==> config.mk <==
export PLATFORM = sky130hd
export DESIGN_NAME = clock_glitch_gen
export DESIGN_NICKNAME = d
export VERILOG_FILES = /design/src/rtl/clock_glitch_gen.sv
export SDC_FILE = /design/constraint.sdc
export NUM_CORES = 1
export LEC_CHECK = 0
export CAP_MARGIN = 20
export CORE_MARGIN = 4
export CORE_UTILIZATION = 27
export CTS_BUF_LIST = sky130_fd_sc_hd__clkbuf_8
export CTS_CLUSTER_SIZE = 20
export DETAILED_ROUTE_END_ITERATION = 10
export GPL_TIMING_DRIVEN = 0
export SLEW_MARGIN = 30
export SYNTH_ARGS = -nofsm -noshare
export SYNTH_HDL_FRONTEND = slang
export SYNTH_SLANG_ARGS = --single-unit
==> constraint.sdc <==
create_clock -name main_clock -period 4.2 [get_ports main_clock]
set_input_delay 0.84 -clock main_clock [delete_from_list [all_inputs] [get_ports main_clock]]
set_output_delay 0.84 -clock main_clock [all_outputs]
set_load 0.02 [all_outputs]
==> src/rtl/clock_glitch_gen.sv <==
// Clock generator with programmable half period and injected phase inversions
// (glitches), raised either automatically every N base periods or on a trigger.
module clock_glitch_gen #(
    parameter int HP_W  = 8,
    parameter int CNT_W = 8
) (
    input  logic             main_clock,
    input  logic             main_reset,
    input  logic             enable,
    input  logic [HP_W-1:0]  half_period,
    input  logic [CNT_W-1:0] glitch_interval,
    input  logic [3:0]       glitch_width,
    input  logic             trigger,
    output logic             noisy_clk,
    output logic             glitch_active,
    output logic [CNT_W-1:0] glitch_count
);

    typedef enum logic [1:0] {IDLE, RUN, GLITCH} state_e;

    state_e           state_q, state_d;
    logic [HP_W-1:0]  hp_q, hp_d, phase_q, phase_d;
    logic [CNT_W-1:0] gi_q, gi_d, period_q, period_d, gcnt_q, gcnt_d;
    logic [3:0]       gw_q, gw_d, glen_q, glen_d;
    logic             base_q, base_d, pend_q, pend_d;
    logic             active_q, active_d, noisy_q, noisy_d;

    logic             tog, rise, auto_req, start, glen_done;
    logic [CNT_W-1:0] period_inc;

    assign tog        = (phase_q == hp_q - HP_W'(1));
    assign rise       = tog && !base_q;
    assign period_inc = period_q + CNT_W'(1);
    assign auto_req   = rise && (gi_q != '0) && (period_inc == gi_q);
    assign start      = (state_q == RUN) && (auto_req || pend_q);
    assign glen_done  = (glen_q == gw_q - 4'd1);

    // State register
    // NOTE: every flop, including the parameter snapshots, is cleared by the
    // asynchronous reset so outputs drop without needing a clock edge.
    always_ff @(posedge main_clock or negedge main_reset) begin
        if (!main_reset) state_q <= IDLE;
        else             state_q <= state_d;
    end

    // Next-state logic; losing enable outranks every other transition.
    // NOTE: state_d is given a default first so no path through the case
    // leaves it unassigned, which would infer a latch.
    always_comb begin
        state_d = state_q;
        case (state_q)
            IDLE:    if (enable) state_d = RUN;
            RUN:     if (!enable) state_d = IDLE;
                     else if (start) state_d = GLITCH;
            GLITCH:  if (!enable) state_d = IDLE;
                     else if (glen_done) state_d = RUN;
            default: state_d = IDLE;
        endcase
    end

    // Datapath next-state: snapshot, base divider, period counter, requests
    always_comb begin
        hp_d     = hp_q;
        gi_d     = gi_q;
        gw_d     = gw_q;
        phase_d  = phase_q;
        period_d = period_q;
        base_d   = base_q;
        pend_d   = pend_q;
        gcnt_d   = gcnt_q;
        glen_d   = glen_q;
        if (state_q == IDLE) begin
            if (enable) begin
                hp_d     = (half_period == '0) ? HP_W'(1) : half_period;
                gi_d     = glitch_interval;
                gw_d     = (glitch_width == 4'd0) ? 4'd1 : glitch_width;
                phase_d  = '0;
                period_d = '0;
                base_d   = 1'b0;
                pend_d   = 1'b0;
                gcnt_d   = '0;
                glen_d   = '0;
            end
        end else if (!enable) begin
            phase_d  = '0;
            period_d = '0;
            base_d   = 1'b0;
            pend_d   = 1'b0;
            glen_d   = '0;
        end else begin
            phase_d = tog ? '0 : phase_q + HP_W'(1);
            base_d  = base_q ^ tog;
            if (rise) period_d = auto_req ? '0 : period_inc;
            if (state_q == GLITCH) begin
                pend_d = pend_q | trigger | auto_req;
                glen_d = glen_q + 4'd1;
            end else if (start) begin
                // This cycle's trigger is a fresh request, not the one being served
                pend_d = trigger;
                glen_d = '0;
                if (gcnt_q != '1) gcnt_d = gcnt_q + CNT_W'(1);
            end else begin
                pend_d = pend_q | trigger;
            end
        end
    end

    // Output logic: registered from next-state values so noisy_clk lines up
    // exactly with the base flop and glitch_active.
    always_comb begin
        active_d = (state_d == GLITCH);
        noisy_d  = base_d ^ active_d;
    end

    // NOTE: sequential state uses non-blocking assignments only, so every
    // flop samples the pre-edge values computed above.
    always_ff @(posedge main_clock or negedge main_reset) begin
        if (!main_reset) begin
            hp_q     <= '0;
            gi_q     <= '0;
            gw_q     <= '0;
            phase_q  <= '0;
            period_q <= '0;
            base_q   <= 1'b0;
            pend_q   <= 1'b0;
            gcnt_q   <= '0;
            glen_q   <= '0;
            active_q <= 1'b0;
            noisy_q  <= 1'b0;
        end else begin
            hp_q     <= hp_d;
            gi_q     <= gi_d;
            gw_q     <= gw_d;
            phase_q  <= phase_d;
            period_q <= period_d;
            base_q   <= base_d;
            pend_q   <= pend_d;
            gcnt_q   <= gcnt_d;
            glen_q   <= glen_d;
            active_q <= active_d;
            noisy_q  <= noisy_d;
        end
    end

    assign noisy_clk     = noisy_q;
    assign glitch_active = active_q;
    assign glitch_count  = gcnt_q;

endmodule

==> reports/results.ini <==
[outcome]
status=finished clean

[logic_synthesis]
synth_area_leaders=dfrtp_1 (41%), nand2_1 (9.7%), xnor2_1 (4.3%), o21ai_0 (3.7%), xor2_1 (3.0%)
ys_seq_area_share_pct=41.46
synth_top_area_share_pct=41.46
synth_top_area_cell=dfrtp_1
synth-edff-count=0
ys.flop_type=dfrtp_1
avgSynthCellArea_um2=8.715
async_reset_ff_share_pct=100.0
synth-seq-cells=54
ys_types=58
yosys_warnings=0
synth_cells=374
syn_nets=405
netlist_area_um2=3259

[worst_setup_path]
worstPathMaxFanout=10
max_stage_delay_ps=580
cp_common_cell=a21oi_1
cp.arrival_ps=3950
worst_setup_path_end_kind=register
crit_required_ps=4380
path_buf_inv=2
crit_type=register to register
cp_top_family=compound AO/OA/AOI/OAI gates
cp_cell_sequence=or4_1 > or4b_1 > a21oi_1 > o22ai_2 > nor2_1 > ha_1 > o211ai_1 > a2111oi_4 > a31oi_1 > buf_2 > buf_4 > o31ai_1 > a21oi_1
worst_path_max_delay_cell=or4_1
cp-start-kind=register

[timing]
finalCriticalPeriod_ps=3772
slew_viol_final=0
worst_slew_pin_slew_ps=671.3
hold_viol=0
max_freq_mhz=265.1
tns_ps=0
skew_ps=8.802
fin_ws_ps=428.3
fin_crit_sh_pct=89.80
slew_headroom_pct=54.83
final-setup-viol-count=0
rsz0062_at_grt=no

[final_layout]
fin_nets=445
num_antenna_cells=0
fin_area_um2=3882
syn_to_final_growth_pct=19.12
drive_gt1_share_pct=6.506
n_fill_cell=1213
utilization_pct=33.43

[grt]
grt-ovfl-total=0
grt_pass1_vias=2774
grt_pass1_wl_um=13640
grt_antenna_before_repair=0
track_usage_pct=11.58
grt_start_max_net_pins=32

[clock_network]
cts_sinks=54
cts_tree=built
cts_buffers=5
worstSkewPairLatency_ps=310
htree_levels=2
cts-root-buf=clkbuf_8
clk_path_buf_depth=2
holdBufCountCts=0
post_cts_resized=0
clkTransAtPathRegs_ps=100
cts_setup_buffers=0

[placed_design]
dpl.hpwl_um=5992
io_buffers=32
gp_congestion=0.8016
pre_cts_ws_ps=429.0
placed_cell_area_um2=3776

[drt]
firstDrtPassIters=4
post_drt_wl_per_cell_um=14.33
drc=0
drt-vias-per-instance=5.115
totalWireLength_um=7996
vias=2854
drt_iter0_drc=182
ant_nets=0

[die]
start_util_pct=28.07
floorplan.die.width_um=117.9
num_rows=39
die_height_um=117.9
dieArea_um2=13890
ioPinCount=34
core_um2=11610

[power_and_ir_drop]
powerDensity_nw_per_um2=366.0
p_leak_uw=0.001610
power.total_uw=1421
peakVddDrop_mv=0.1617

[min_path]
min_path_type=input pin to asynchronous set/reset pin

[job]
cap_viol_max_count=0

==> worst paths after layout <==
path,from,end,slack (ps),depth (start not counted)
setup / recovery,hp_q[0]$_DFFE_PN0P_,glitch_count[7]$_DFFE_PN0P_,430,13
max in group asynchronous,main_reset,gi_q[2]$_DFFE_PN0P_,3310,2
min in group main_clock,period_q[7]$_DFFE_PN0P_,period_q[7]$_DFFE_PN0P_,510,1
hold reg to reg,period_q[7]$_DFFE_PN0P_,period_q[7]$_DFFE_PN0P_,510,1
hold / removal,main_reset,hp_q[4]$_DFFE_PN0P_,410,1
setup reg to reg,hp_q[0]$_DFFE_PN0P_,glitch_count[7]$_DFFE_PN0P_,430,13
==> sequential cells by signal (all words and copies together), names as in the netlist, 2 cells and up <==
| name | cells |
|---|---|
| period_q | 8 |
| gw_q | 4 |
| glitch_count | 8 |
| phase_q | 8 |
| glen_q | 4 |
| hp_q | 8 |
| state_q | 2 |
| gi_q | 8 |
==> power breakdown <==
group | internal [uW] | switching (uW) | total, uW
sequential | 587 | 73.3 | 660
combinational | 174 | 239 | 414
clock | 174 | 173 | 347
==> through the flow <==
stage	hold WS, ps	std cells
after floorplan	466.5	374
after global placement	490.6	549
after detailed placement	496.3	550
after CTS	421.3	558
after global routing	422.7	558
final	412.1	558
==> worst reg2reg max path: cells and delay by family, from the launching register on <==
family                   cells  cell delay [ps]
AO/OA/AOI/OAI                7             1300
adder cells (fa/ha/maj)      1              240
buffers and inverters        2              430
flip-flops                   1              430
AND/OR/NAND/NOR              3             1240
==> placed cells by master, fill, tap and decap left out, types with 6 or more instances in the layout <==
master,n
nand2b_1,6
xor2_1,11
nand3_1,18
o21ai_0,24
ha_1,7
a21oi_1,11
nor3_1,7
clkdlybuf4s50_1,31
or4_1,7
o211ai_1,7
clkbuf_1,11
nand2_1,84
xnor2_1,16
dfrtp_1,54
inv_1,12
nor2_1,13
or3_1,7
a31oi_1,10
==> Yosys cell counts, types with 3 or more instances <==
cell type	n
mux2i_1	4
o21ai_0	24
nand3_1	18
a21oi_1	11
xnor2_1	16
and3_1	5
nor3_1	7
nand2b_1	6
or3_1	7
a31oi_1	10
nand4_1	3
buf_2	5
or4_1	7
nor4_1	5
nand2_1	84
inv_1	10
nor2b_1	5
nor2_1	13
ha_1	7
dfrtp_1	54
xor2_1	11
o211ai_1	7
clkbuf_1	11
==> area by class of cell <==
cell class	instances	area, um2	share of cell area (%)
Timing Repair Buffer	33	337.8	8.701
Sequential cell	54	1351	34.81
Clock buffer	5	68.82	1.772
Clock inverter	3	37.54	0.9668
Tap cell	143	178.9	4.608
Inverter	10	37.54	0.9668
Buffer	20	100.1	2.578
Multi-Input combinational cell	290	1770	45.60
==> kinds of logic (layout without fill, tap and decap cells) <==
| family | after synthesis | in the layout | share of synthesized area [%] |
|---|---|---|---|
| flip-flops | 54 | 54 | 41.46 |
| XOR/XNOR | 27 | 27 | 7.255 |
| AND/OR/NAND/NOR | 172 | 172 | 25.87 |
| adder cells (fa/ha/maj) | 7 | 7 | 2.687 |
| buffers and inverters | 30 | 71 | 4.223 |
| multiplexers | 5 | 5 | 1.574 |
| AO/OA/AOI/OAI | 79 | 79 | 16.93 |
==> metal layers <==
| layer | vias to the layer above | GRT usage (%) | share of wire, % |
|---|---|---|---|
| li1 | 1419 | - | - |
| met1 | 1393 | 15.43 | 47 |
| met2 | 38 | 20.01 | 51 |
| met3 | 4 | 1.682 | 2.1 |
| met4 | 0 | 2.418 | 0.50 |
| met5 | - | 0 | 0 |
Note: power is estimated with default switching activity, not from simulation.
